==> src/rtl/updown_pkg.sv <==
// Shared mode encoding for the up/down counter family.
package updown_pkg;

   typedef logic [1:0] mode_t;

   localparam mode_t MODE_SAT    = 2'b00;
   localparam mode_t MODE_WRAP   = 2'b01;
   localparam mode_t MODE_BOUNCE = 2'b10;

endpackage

==> src/rtl/updown_next.sv <==
// Combinational next-step logic for an in-range count: saturate, wrap or bounce.
module updown_next
   import updown_pkg::*;
#(
   parameter int WIDTH = 3
) (
   input  logic [WIDTH-1:0] count,
   input  logic [WIDTH-1:0] lo,
   input  logic [WIDTH-1:0] hi,
   input  logic             dir,
   input  logic             bdir,
   input  mode_t            mode,
   output logic [WIDTH-1:0] next_count,
   output logic             next_bdir,
   output logic             evt
);

   always_comb begin
      next_count = count;
      next_bdir  = bdir;
      evt        = 1'b0;
      case (mode)
         MODE_WRAP: begin
            if (dir) begin
               if (count == hi) begin
                  next_count = lo;
                  evt        = 1'b1;
               end else begin
                  next_count = count + 1'b1;
               end
            end else begin
               if (count == lo) begin
                  next_count = hi;
                  evt        = 1'b1;
               end else begin
                  next_count = count - 1'b1;
               end
            end
         end
         MODE_BOUNCE: begin
            // A single-value range turns in place every step.
            if (bdir) begin
               if (count == hi) begin
                  next_count = (lo == hi) ? hi : hi - 1'b1;
                  next_bdir  = 1'b0;
                  evt        = 1'b1;
               end else begin
                  next_count = count + 1'b1;
               end
            end else begin
               if (count == lo) begin
                  next_count = (lo == hi) ? lo : lo + 1'b1;
                  next_bdir  = 1'b1;
                  evt        = 1'b1;
               end else begin
                  next_count = count - 1'b1;
               end
            end
         end
         default: begin
            if (dir) begin
               if (count < hi) next_count = count + 1'b1;
            end else begin
               if (count > lo) next_count = count - 1'b1;
            end
         end
      endcase
   end

endmodule

==> src/rtl/param_updown_counter.sv <==
// Up/down counter with run-time limits; holds registers, priority, clamp and flags.
module param_updown_counter
   import updown_pkg::*;
#(
   parameter int WIDTH     = 3,
   parameter int RESET_VAL = 0
) (
   input  logic             clk,
   input  logic             reset,
   input  logic             en,
   input  logic             dir,
   input  logic [1:0]       mode,
   input  logic [WIDTH-1:0] lo,
   input  logic [WIDTH-1:0] hi,
   input  logic             load,
   input  logic [WIDTH-1:0] load_val,
   output logic [WIDTH-1:0] count,
   output logic             at_lo,
   output logic             at_hi,
   output logic             wrap_pulse,
   output logic             bdir,
   output logic             cfg_err
);

   localparam logic [WIDTH-1:0] RESET_COUNT = WIDTH'(RESET_VAL);

   logic [WIDTH-1:0] count_q, count_d, step_count, load_clamped;
   logic             bdir_q, bdir_d, step_bdir, step_evt;
   logic             pulse_q, pulse_d;

   updown_next #(.WIDTH(WIDTH)) u_next (
      .count      (count_q),
      .lo         (lo),
      .hi         (hi),
      .dir        (dir),
      .bdir       (bdir_q),
      .mode       (mode_t'(mode)),
      .next_count (step_count),
      .next_bdir  (step_bdir),
      .evt        (step_evt)
   );

   assign cfg_err = (lo > hi);

   always_comb begin
      load_clamped = load_val;
      if (load_val < lo)      load_clamped = lo;
      else if (load_val > hi) load_clamped = hi;
   end

   always_comb begin
      count_d = count_q;
      bdir_d  = bdir_q;
      pulse_d = 1'b0;
      if (cfg_err) begin
         count_d = count_q;
      end else if (load) begin
         count_d = load_clamped;
      end else if (en) begin
         // Limits may have moved under the count; pull it back in first.
         if (count_q < lo) begin
            count_d = lo;
         end else if (count_q > hi) begin
            count_d = hi;
         end else begin
            count_d = step_count;
            bdir_d  = step_bdir;
            pulse_d = step_evt;
         end
      end
   end

   always_ff @(posedge clk) begin
      if (reset) begin
         count_q <= RESET_COUNT;
         bdir_q  <= 1'b1;
         pulse_q <= 1'b0;
      end else begin
         count_q <= count_d;
         bdir_q  <= bdir_d;
         pulse_q <= pulse_d;
      end
   end

   assign count      = count_q;
   assign bdir       = bdir_q;
   assign wrap_pulse = pulse_q;
   assign at_lo      = (count_q == lo);
   assign at_hi      = (count_q == hi);

endmodule

==> config.mk <==
export PLATFORM = sky130hd
export DESIGN_NAME = param_updown_counter
export DESIGN_NICKNAME = d
export VERILOG_FILES = /design/src/rtl/updown_pkg.sv /design/src/rtl/updown_next.sv /design/src/rtl/param_updown_counter.sv
export SDC_FILE = /design/constraint.sdc
export NUM_CORES = 1
export LEC_CHECK = 0
export ABC_AREA = 0
export BUFFER_PORTS_ARGS = -buffer_cell sky130_fd_sc_hd__clkbuf_2
export CORE_MARGIN = 1.5
export CORE_UTILIZATION = 30
export DETAILED_ROUTE_END_ITERATION = 12
export PLACE_DENSITY = 0.47
export SLEW_MARGIN = 15
export SYNTH_ARGS = -nofsm -noshare
export SYNTH_HDL_FRONTEND = slang
export SYNTH_HIERARCHICAL = 1
export SYNTH_SLANG_ARGS = --single-unit
==> constraint.sdc <==
create_clock -name clk -period 5.6 [get_ports clk]
set_clock_uncertainty 0.2 [all_clocks]
set_input_delay 0.56 -clock clk [delete_from_list [all_inputs] [get_ports clk]]
set_output_delay 0.56 -clock clk [all_outputs]
set_load 0.02 [all_outputs]
---- Word-level counts from Yosys, hierarchy flattened ----
Index checks and enable logic that the tools add are counted.
cells by class
  add/sub/neg operators ................... 4
  $lt $le $gt $ge ......................... 7
  equal/unequal tests ..................... 6
  muxes and demuxes ....................... 25
  bitwise gates (word level) .............. 5
  reductions and logical operators ........ 5
operators with widths
  kind                                                                    count
  3-bit 2-to-1 mux                                                        17
  3-bit > comparator                                                      4
  3-bit equality test                                                     3
  3-bit less-than comparator                                              3
  7-bit by 1-bit != test with 1-bit output (second input constant)        1
  7-bit nonzero test                                                      1
  3-bit by 1-bit adder with 3-bit output (second input constant)          2
  1-bit 2-to-1 mux                                                        6
  3-bit case mux with 2 select lines                                      1
  6-bit AND reduction                                                     1
  6-bit OR reduction                                                      1
  3-bit by 1-bit subtractor with 3-bit output (second input constant)     2
  1-bit NOT                                                               5
  4-bit AND reduction                                                     1
  2-bit by 1-bit equality test with 1-bit output (second input constant)  1
  2-bit equality test (second input constant)                             1
  1-bit case mux with 2 select lines                                      1
  2-bit nonzero test                                                      1
word-level totals
  bits in registers ....................... 5
  input port bits ......................... 16

---- Longest topological paths before layout ----
  word-level depth ........................ 9
  gate-level depth with buffers ........... 12
  depth with buffers taken out ............ 10

---- By module ----
Netlist, hierarchy kept.
modules (own cells, without submodules)
  module                times used  cells each  area each (um^2)  sequential area each (um^2)
  updown_next           1           120         817.0             0.0
  param_updown_counter  1           84          689.4             100.1

---- Worst setup path after synthesis ----
OpenSTA, ideal clock, no wires.
  path type ............................... input -> register
  start point ............................. input port lo[1]
  end point ............................... register count_q[2] (netlist: count[2])
  data arrival time ....................... 2.447 ns
  setup slack ............................. 2.812 ns
  stages on the path ...................... 12
  buffers on the path ..................... 2
  cell sequence ........................... buf_2 -> inv_1 -> ha_1 -> nand3_1 -> buf_2 -> a2111oi_0 -> mux2i_1 -> o21ai_0 -> a221oi_1 -> mux2_2 -> o21ai_0 -> a311oi_1
between the ends
  longest elaborated chain between the ends .. 9
  elaborated cells between the ends (all ways) .. 24
  classes of those cells .................. add/sub: 1; order compare: 4; eq/ne: 3; mux: 13; bitwise: 1; reduce/logical: 2
ends and longest elaborated chain
  what                                                                                  line                                  RTL
  from (decl)                                                                           param_updown_counter.sv:13            input logic [WIDTH-1:0] lo,
  3-bit by 1-bit adder with 3-bit output / 3-bit equality test (equally long branches)  updown_next.sv:52, updown_next.sv:44
  3-bit 2-to-1 mux (on tied branches)                                                   updown_next.sv:52, updown_next.sv:44
  3-bit 2-to-1 mux (on tied branches)                                                   updown_next.sv:51, updown_next.sv:43
  3-bit 2-to-1 mux                                                                      updown_next.sv:42                     if (bdir) begin
  3-bit case mux with 2 select lines (*)                                                updown_next.sv:22                     case (mode)
  via step_count[2]                                                                     param_updown_counter.sv:27            logic [WIDTH-1:0] count_q, count_d, step_count, load_clamped;
  3-bit 2-to-1 mux (*)                                                                  param_updown_counter.sv:63            end else if (count_q > hi) begin
  3-bit 2-to-1 mux (*)                                                                  param_updown_counter.sv:61            if (count_q < lo) begin
  3-bit 2-to-1 mux (*)                                                                  param_updown_counter.sv:59            end else if (en) begin
  3-bit 2-to-1 mux (*)                                                                  param_updown_counter.sv:57            end else if (load) begin
  to (signal assigned)                                                                  param_updown_counter.sv:79            count_q <= count_d;
  to (decl)                                                                             param_updown_counter.sv:27
Mark *: on every way through the listed nets, which the timed path passes. The rest lies on a longest branch. The select of a mux whose other input is x is not followed.
A chain may end at the register's enable or synchronous reset.

---- Worst setup path after layout ----
  start point ............................. register count_q[0] (netlist: count[0])
  end point ............................... register count_q[2] (netlist: count[2])
between the ends
  longest elaborated chain between the ends .. 8
  elaborated cells between the ends (all ways) .. 25
  classes of those cells .................. add/sub: 2; order compare: 4; eq/ne: 3; mux: 14; reduce/logical: 2
ends and longest elaborated chain
  what                                                                 line                                                     RTL
  3-bit by 1-bit subtractor with 3-bit output (tied with other cells)  updown_next.sv:36, updown_next.sv:56, updown_next.sv:64
  3-bit 2-to-1 mux (tied with other cells)                             updown_next.sv:64                                        if (count > lo) next_count = count - 1'b1;
  3-bit 2-to-1 mux (on tied branches)                                  updown_next.sv:61, updown_next.sv:24, updown_next.sv:42
  3-bit case mux with 2 select lines (*)                               updown_next.sv:22
  via step_count[2]                                                    param_updown_counter.sv:27
  3-bit 2-to-1 mux (*)                                                 param_updown_counter.sv:63
  3-bit 2-to-1 mux (*)                                                 param_updown_counter.sv:61
  3-bit 2-to-1 mux (*)                                                 param_updown_counter.sv:59
  3-bit 2-to-1 mux (*)                                                 param_updown_counter.sv:57
Marked as above.

==> flow_summary.ini <==
[synthesis]
synth.area.top_cells = sky130_fd_sc_hd__ha_1 (22%), sky130_fd_sc_hd__dfxtp_1 (6.6%), sky130_fd_sc_hd__inv_1 (6.0%), sky130_fd_sc_hd__o21ai_0 (5.6%), sky130_fd_sc_hd__a21oi_1 (4.7%)
yosysWarningCount = 6
synth_async_sr_flop_share_pct = 0
synth_largest_type_area_fraction_pct = 21.6
yosys.cell_types.count = 54
post_synth_instance_area_um2 = 1510
syn-instance-count = 204
synth-seq-area-share_pct = 6.64
synth.top_cells.by_count = sky130_fd_sc_hd__ha_1 (26), sky130_fd_sc_hd__inv_1 (24), sky130_fd_sc_hd__o21ai_0 (17)
ys_seq_elements = 5
syn-mean-instance-area_um2 = 7.38
synthFlopType = sky130_fd_sc_hd__dfxtp_1
synth_enable_flop_cells = 0
synth_largest_area_cell = sky130_fd_sc_hd__ha_1
synthMostInstantiatedCell = sky130_fd_sc_hd__ha_1
synthesis.nets = 246

[cts]
cts.repair.resized = 0
clk_transition_reported_paths_ns = 0.04
clock_tree.htree_level_count = 1
cts_num_sinks = 5
cts-buffers-inserted = 3
cts_buffer_depth = 2
clock_latency_on_the_worst_skew_pair_ns = 0.22
tritoncts = done
cts_setup_buffers = 0
cts_root_buffer = sky130_fd_sc_hd__clkbuf_8
holdBufCountCts = 0

[placement]
place_worst_setup_slack_ns = 2.17
placement.cell_area_um2 = 1670
place_congestion = 0.860
portBuffers = 23
detailedPlacementHpwl_um = 3430

[drt]
detail_route.drc_violations = 0
dr_total_vias = 1590
post_drt_wl_per_cell_um = 15.3
avgViaCountPerCell = 5.50
detail_route.first_pass.iterations = 4
antenna_left = 0
final_routed_wirelength_um = 4430
drt-initial-drc-count = 100

[floorplan]
die_w_um = 73.9
floorplan.rows = 25
design.core.area_um2 = 4790
io_pins = 24
starting_density_of_the_core_pct = 31.5
die_height_um = 73.9
die-area_um2 = 5460

[worst_setup_path]
worst-path-buf-inv = 1
timing.critical_path.fanout_max = 12
startpoint_type = register
data_arrival_time_of_the_worst_path_ns = 3.20
path_class = reg2reg
path_cells = inv_1, ha_1, nand3_1, o21ai_0, nor4b_1, nor2_1, a221oi_1, mux2_2, o21ai_0, a311oi_1
critical_path_required_ns = 5.53
critPathTopFamily = compound AO/OA/AOI/OAI gates
crit_top_cell = sky130_fd_sc_hd__o21ai_0
worst_setup_path_end_kind = register
critPathMaxStageDelay_ns = 0.53
worst_path_max_delay_cell = sky130_fd_sc_hd__dfxtp_1

[final_layout]
fill_cells = 511
diodes = 0
area.growth.synth_to_final_pct = 13.5
final_net_count = 265
drive_above_1_share_pct = 16.2
postLayoutCellArea_um2 = 1710

[sta]
layout_min_cycle_time_ns = 3.27
count_of_final_hold_check_violations = 0
finalWorstSetupSlack_ns = 2.33
final-setup-viol-count = 0
worst-slew-pin-transition_ns = 0.576
timing.fmax_ghz = 0.306
slew_headroom_pct = 61.1
slew_violations = 0
rsz0062_at_grt = no
final.period_utilization_pct = 58.3
holdWs_ns = 0.363
setup-tns-final_ns = 0

[power_and_ir_drop]
power_mw = 0.316
power_density_nw_per_um2 = 185
vdd.ir_drop.worst_v = 0.000114
power_leakage_nw = 0.788

[global_route]
number_of_antenna_violations_at_the_first_check_in_global_routing = 0
grt_first_pass_wirelength_um = 7320
grt_pass1_vias = 1569
gr-usage-all-layers_pct = 17.4
maximum_number_of_pins_on_one_net_before_global_route_repair = 14
total_grt_overflow = 0

[worst_hold_path]
timing.hold.worst.class = in2reg

[outcome]
result_of_the_run = finished, final reports clean

[flow_run]
timing.max_cap.violations = 0
==> routing by layer <==
layer	share of wire [%]	GRT usage (%)	up-vias
met3	3.6	1.92	6
met1	46	21.5	724
met4	1.2	4.53	0
li1	-	-	812
met5	0	0	-
met2	49	31.7	48
==> area by class of cell <==
cell class	count	area [um^2]	share of cell area (%)
Inverter	24	90.1	5.27
Tap cell	67	83.8	4.90
Sequential cell	5	100	5.85
Timing Repair Buffer	23	115	6.73
Clock buffer	4	45.0	2.63
Multi-Input combinational cell	166	1280	74.6
==> sequential cells by signal (all words and copies together) (netlist names) <==
| signal | flops |
|---|---|
| bdir | 1 |
| count | 3 |
| wrap_pulse | 1 |
==> per-stage QoR <==
stage	util, %	instances
finish	35.7	289
global route	35.7	289
CTS	35.7	289
detailed placement	34.8	285
global placement	34.8	285
floorplan	-	204
==> cell families (layout without fill, tap and decap cells) <==
family                   after synthesis  count (layout)  share of synthesized area [%]
AO/OA/AOI/OAI                         79              79                           37.5
AND/OR/NAND/NOR                       49              49                           17.6
buffers and inverters                 33              51                           8.64
adder cells (fa/ha/maj)               26              26                           21.6
XOR/XNOR                               8               8                           5.15
flip-flops                             5               5                           6.64
multiplexers                           4               4                           2.91
==> worst paths after layout <==
path | slack, ns | startpoint | cells after the start | endpoint
worst max-delay path | 2.33 | count[0] | 10 | count[2]
worst min-delay path | 0.36 | reset | 2 | count[1]
worst max register to register | 2.33 | count[0] | 10 | count[2]
worst min register to register | 0.48 | count[0] | 2 | count[0]
==> placed cells by master, fill, tap and decap left out, types with 4 or more instances in the layout <==
cell / count
sky130_fd_sc_hd__and3_1: 4
sky130_fd_sc_hd__o31ai_1: 4
sky130_fd_sc_hd__clkbuf_2: 23
sky130_fd_sc_hd__a21oi_1: 14
sky130_fd_sc_hd__nand2_1: 13
sky130_fd_sc_hd__xnor2_1: 5
sky130_fd_sc_hd__inv_1: 24
sky130_fd_sc_hd__ha_1: 26
sky130_fd_sc_hd__dfxtp_1: 5
sky130_fd_sc_hd__o311ai_0: 4
sky130_fd_sc_hd__nor2_1: 7
sky130_fd_sc_hd__a31oi_1: 4
sky130_fd_sc_hd__a311oi_1: 4
sky130_fd_sc_hd__o21ai_0: 17
sky130_fd_sc_hd__a211oi_1: 5
sky130_fd_sc_hd__nand3_1: 5
==> where the power goes <==
part           internal, mW  total (mW)  switching, mW
sequential           0.0394      0.0520         0.0126
combinational        0.0795       0.198          0.119
clock                0.0488      0.0664         0.0176
(Power assumes the default switching activity.)
